### src/rtl/ram_read_arbiter.sv
// Dual-port RAM read arbiter: round-robin grants of up to two requesters
// per cycle, with read data queued in a response FIFO with tag and address.
module ram_read_arbiter #(
  parameter int NUM_REQ    = 4,
  parameter int ADDR_W     = 16,
  parameter int DATA_W     = 16,
  parameter int TAG_W      = 8,
  parameter int RESP_DEPTH = 4
) (
  input  logic                      clk,
  input  logic                      rst,
  input  logic [NUM_REQ-1:0]        i_req_valid,
  input  logic [NUM_REQ*ADDR_W-1:0] i_req_addr,
  input  logic [NUM_REQ*TAG_W-1:0]  i_req_tag,
  output logic [NUM_REQ-1:0]        o_req_ready,
  output logic [ADDR_W-1:0]         o_ram_addr0,
  output logic [ADDR_W-1:0]         o_ram_addr1,
  input  logic [DATA_W-1:0]         i_ram_data0,
  input  logic [DATA_W-1:0]         i_ram_data1,
  output logic                      o_resp_valid,
  input  logic                      i_resp_ready,
  output logic [DATA_W-1:0]         o_resp_data,
  output logic [TAG_W-1:0]          o_resp_tag,
  output logic [ADDR_W-1:0]         o_resp_addr
);

  localparam int IW = (NUM_REQ > 1) ? $clog2(NUM_REQ) : 1;
  localparam int PW = $clog2(RESP_DEPTH);
  localparam int CW = PW + 1;
  localparam int EW = DATA_W + TAG_W + ADDR_W;

  logic [IW-1:0] r_rr;
  logic [PW-1:0] r_wr;
  logic [PW-1:0] r_rd;
  logic [CW-1:0] r_count;
  logic [EW-1:0] r_mem [RESP_DEPTH];

  logic          w_pop;
  logic [CW-1:0] w_free;
  logic          w_found0;
  logic          w_found1;
  logic [IW-1:0] w_idx0;
  logic [IW-1:0] w_idx1;
  logic          w_gnt0;
  logic          w_gnt1;
  logic [IW-1:0] w_nxt0;
  logic [IW-1:0] w_nxt1;
  logic [PW-1:0] w_wr1;
  logic [EW-1:0] w_ent0;
  logic [EW-1:0] w_ent1;
  logic [EW-1:0] w_head;

  assign o_resp_valid = !rst && (r_count != '0);
  assign w_pop        = o_resp_valid && i_resp_ready;

  // A slot freed by this cycle's pop may be refilled in the same cycle
  assign w_free = CW'(RESP_DEPTH) - r_count + CW'(w_pop);

  always_comb begin : scan
    int          t;
    logic [IW-1:0] v_idx;
    w_found0 = 1'b0;
    w_found1 = 1'b0;
    w_idx0   = '0;
    w_idx1   = '0;
    t        = 0;
    v_idx    = '0;
    for (int k = 0; k < NUM_REQ; k++) begin
      t = int'(r_rr) + k;
      if (t >= NUM_REQ) t = t - NUM_REQ;
      v_idx = IW'(t);
      if (i_req_valid[v_idx]) begin
        if (!w_found0) begin
          w_found0 = 1'b1;
          w_idx0   = v_idx;
        end else if (!w_found1) begin
          w_found1 = 1'b1;
          w_idx1   = v_idx;
        end
      end
    end
  end

  assign w_gnt0 = !rst && w_found0 && (w_free >= CW'(1));
  assign w_gnt1 = !rst && w_found1 && (w_free >= CW'(2));

  always_comb begin
    o_req_ready = '0;
    if (w_gnt0) o_req_ready[w_idx0] = 1'b1;
    if (w_gnt1) o_req_ready[w_idx1] = 1'b1;
  end

  assign o_ram_addr0 = w_gnt0 ?
    i_req_addr[w_idx0*ADDR_W +: ADDR_W] : '0;
  assign o_ram_addr1 = w_gnt1 ?
    i_req_addr[w_idx1*ADDR_W +: ADDR_W] : '0;

  assign w_ent0 = {i_ram_data0,
                   i_req_tag[w_idx0*TAG_W +: TAG_W],
                   o_ram_addr0};
  assign w_ent1 = {i_ram_data1,
                   i_req_tag[w_idx1*TAG_W +: TAG_W],
                   o_ram_addr1};

  assign w_nxt0 = (int'(w_idx0) == NUM_REQ - 1) ?
    '0 : w_idx0 + IW'(1);
  assign w_nxt1 = (int'(w_idx1) == NUM_REQ - 1) ?
    '0 : w_idx1 + IW'(1);
  assign w_wr1  = r_wr + PW'(1);

  always_ff @(posedge clk) begin
    if (rst) begin
      r_rr    <= '0;
      r_wr    <= '0;
      r_rd    <= '0;
      r_count <= '0;
    end else begin
      if (w_pop) r_rd <= r_rd + PW'(1);
      r_wr    <= r_wr + PW'(w_gnt0) + PW'(w_gnt1);
      r_count <= r_count + CW'(w_gnt0)
               + CW'(w_gnt1) - CW'(w_pop);
      if (w_gnt1)      r_rr <= w_nxt1;
      else if (w_gnt0) r_rr <= w_nxt0;
    end
  end

  // Storage needs no reset; grants are already suppressed during rst
  always_ff @(posedge clk) begin
    if (w_gnt0) r_mem[r_wr]  <= w_ent0;
    if (w_gnt1) r_mem[w_wr1] <= w_ent1;
  end

  assign w_head = r_mem[r_rd];

  assign {o_resp_data, o_resp_tag, o_resp_addr} =
    o_resp_valid ? w_head : '0;

endmodule

### config.mk
export PLATFORM = sky130hd
export DESIGN_NAME = ram_read_arbiter
export DESIGN_NICKNAME = d
export VERILOG_FILES = /design/src/rtl/ram_read_arbiter.sv
export SDC_FILE = /design/constraint.sdc
export NUM_CORES = 1
export LEC_CHECK = 0
export ABC_AREA = 1
export CORE_MARGIN = 2
export CORE_UTILIZATION = 45
export DETAILED_ROUTE_END_ITERATION = 16
export PLACE_DENSITY = 0.7
export SYNTH_ARGS = -nofsm -noshare
export SYNTH_HDL_FRONTEND = slang
export SYNTH_SLANG_ARGS = --single-unit
### constraint.sdc
create_clock -name clk -period 11.3 [get_ports clk]
set_input_delay 2.26 -clock clk [delete_from_list [all_inputs] [get_ports clk]]
set_output_delay 2.26 -clock clk [all_outputs]
set_load 0.05 [all_outputs]
==> results.ini <==
[logic_synthesis]
synth_edf_count = 160
synth_nets = 1748
yosysSeqAreaShare_pct = 43.1
syn_area_per_cell_um2 = 7.29
synth_ff_type = edfxtp_1
yosysWarnings = 0
netlist_instances = 1597
synth_seq_cells = 171
synthDistinctLibCells = 37
netlist_area_mm2 = 0.0116
synthArstFlopShare_pct = 0

[cts]
ctsHoldBuffers = 0
cts-resized-gates = 0
cts_sinks = 171
cts_buffer_depth = 2
htree_levels = 4
clkTransAtPathRegs_ns = 0.06
root_buffer = clkbuf_16
post_cts_buffers = 0
cts_tree = done
insertion_delay_ns = 0.42
cts_buffers = 17

[setup_path]
worstSetupPathType = in -> out
critPathRequiredTime_ns = 9.04
start_kind = primary input
end_kind = output port
worstPathMaxFanout = 51
r2r_end = r_mem[3][30]
critPathCapture = o_req_ready[2]
reg2reg_from = r_rr[0]
crit_arrival_ns = 6.75
reg2reg_slack_ns = 6.34
reg2reg_depth = 13
crit_start = i_req_valid[3]

[die]
rows = 58
io_pins = 212
die_h_um = 165
coreArea_mm2 = 0.0253
dieWidth_um = 165
initial_core_util_pct = 46.0
die_area_mm2 = 0.0272

[timing]
grt_setup_unrepaired = false
slew-limit-headroom_pct = 27.4
layout_min_cycle_time_ns = 9.01
finalCritPeriodShare_pct = 79.7
fin_tns_setup_ns = 0
slew_violations = 0
clock.fmax_mhz = 111
worst_slew_pin_slew_ns = 1.09
setup-violations-final = 0
finalClockSkew_ns = 0.00787
hold_viol = 0

[global_routing]
top_usage_layer = met2
grt_max_degree = 73
grt_pass1_vias = 10600
grt.overflow.total = 0
track_usage_pct = 27.2
grtUsageMet3_pct = 3.49
antenna_found_initial = 0
grtUsageMet1_pct = 40.3
met2_usage_pct = 42.1
grt_pass1_wl_mm = 57.2

[placement]
io_buffer_count = 211
hpwl_mm = 24.1
gp_congestion = 0.885

[run_status]
status = completed

[routing]
ant_nets = 0
wirelength_mm = 36.8
routed-via-count = 11500
routedWlPerCell_um = 17.7
viasPerCell = 5.55
first_pass_iters = 7
drc = 0
dr.first_iter.drc_count = 1250

[cells_and_area]
drive_above_1_share_pct = 5.10
fillers = 2286
num_antenna_cells = 0
area_delta_synth_final_pct = 23.6
finalNetCount = 1882

[job]
drv_cap = 0

[min_path]
min_path_type = reg -> reg
min_path_cells = 1

how the worst min path moves through the flow:
stage	startpoint	to	slack [ns]
floorplan	r_rd[1]	flop	0.46
global placement	r_rd[1]	flop	0.48
detailed placement	r_rd[1]	flop	0.49
CTS	r_rd[1]	r_rd[1]	0.50
global route	r_rd[1]	r_rd[1]	0.54
finish	r_rd[1]	r_rd[1]	0.51
synth_stat cells, types with 4 or more instances:
master / count / share of area, %
a21oi_1: 59 / 2.5
inv_2: 9 / 0.29
nand3_1: 328 / 14
buf_1: 8 / 0.26
nand2_2: 9 / 0.48
a22o_1: 4 / 0.30
buf_4: 10 / 0.64
nand2_1: 315 / 10
nor2_1: 179 / 5.8
nand3b_1: 7 / 0.45
edfxtp_1: 160 / 41
o21ai_1: 99 / 4.3
ha_1: 13 / 1.4
o21ai_0: 121 / 5.2
buf_2: 35 / 1.5
inv_1: 144 / 4.6
dfxtp_1: 11 / 1.9
clkbuf_1: 56 / 1.8
cells in the final DEF, fill, tap and decap left out, types with 10 or more instances in the layout:
master / synthesis / final
nor2_1: 179 / 179
nand2_1: 315 / 315
nand3_1: 328 / 328
clkbuf_16: 0 / 17
a21oi_1: 59 / 59
ha_1: 13 / 13
clkdlybuf4s50_1: 0 / 211
inv_1: 144 / 143
buf_4: 10 / 16
inv_2: 9 / 10
o21ai_0: 121 / 117
edfxtp_1: 160 / 160
o21ai_1: 99 / 99
final cells by class:
class                           count  area (um2)  share of cell area (%)
Multi-Input combinational cell   1161        5580                    38.8
Clock inverter                     14         135                   0.939
Inverter                          153         574                    3.99
Timing Repair Buffer              227        2230                    15.5
Tap cell                          330         413                    2.87
Clock buffer                       18         429                    2.98
Sequential cell                   171        5030                    34.9
registers in the layout, summed over array words and instances, names as in the netlist, named ones only:
signal and count:
r_mem 160, r_count 3, r_rd 2, r_rr 2
r_wr 2
kinds of logic (layout without fill, tap and decap cells):
kind of cell             after synthesis  in the layout  synth area share [%]
XOR/XNOR                               3              3                 0.226
flip-flops                           171            171                  43.1
AO/OA/AOI/OAI                        291            291                  13.1
buffers and inverters                265            412                  9.43
adder cells (fa/ha/maj)               16             16                  1.91
AND/OR/NAND/NOR                      851            851                  32.2
layer usage:
layer / share of wire [%] / wire length [um] / vias up
met3: 8.5 / 3110 / 37
met1: 45 / 16400 / 5319
li1: - / - / 5639
met4: 1.4 / 532 / 0
met5: 0 / 0 / -
met2: 45 / 16700 / 518
critical path, cell delays in order:
cell	delay, ns
clkdlybuf4s50_1	0.42
inv_1	0.06
nand2_1	0.05
nand3_1	0.15
nand2_2	0.13
ha_1	0.30
inv_1	0.03
nand2_1	0.05
nand2_1	0.05
nand2_1	0.08
nand3_2	0.53
nand2_2	1.01
inv_2	0.38
ha_1	0.32
a22o_1	0.21
clkdlybuf4s50_1	0.70
per-stage QoR:
step	std cells	instance area [um2]	worst slack (ns)	hold slack, ns	util, %
final	2074	14400	2.29	0.509	56.8
after global routing	2074	14400	1.99	0.543	56.8
after CTS	2074	14400	2.37	0.505	56.8
after detailed placement	2042	13800	2.38	0.490	54.6
after global placement	2042	13800	2.45	0.480	54.6
after floorplan	1597	11600	3.88	0.457	-
Power is not shown: default switching activity piles up to over one toggle a cycle in this logic, so the estimate is an artifact.
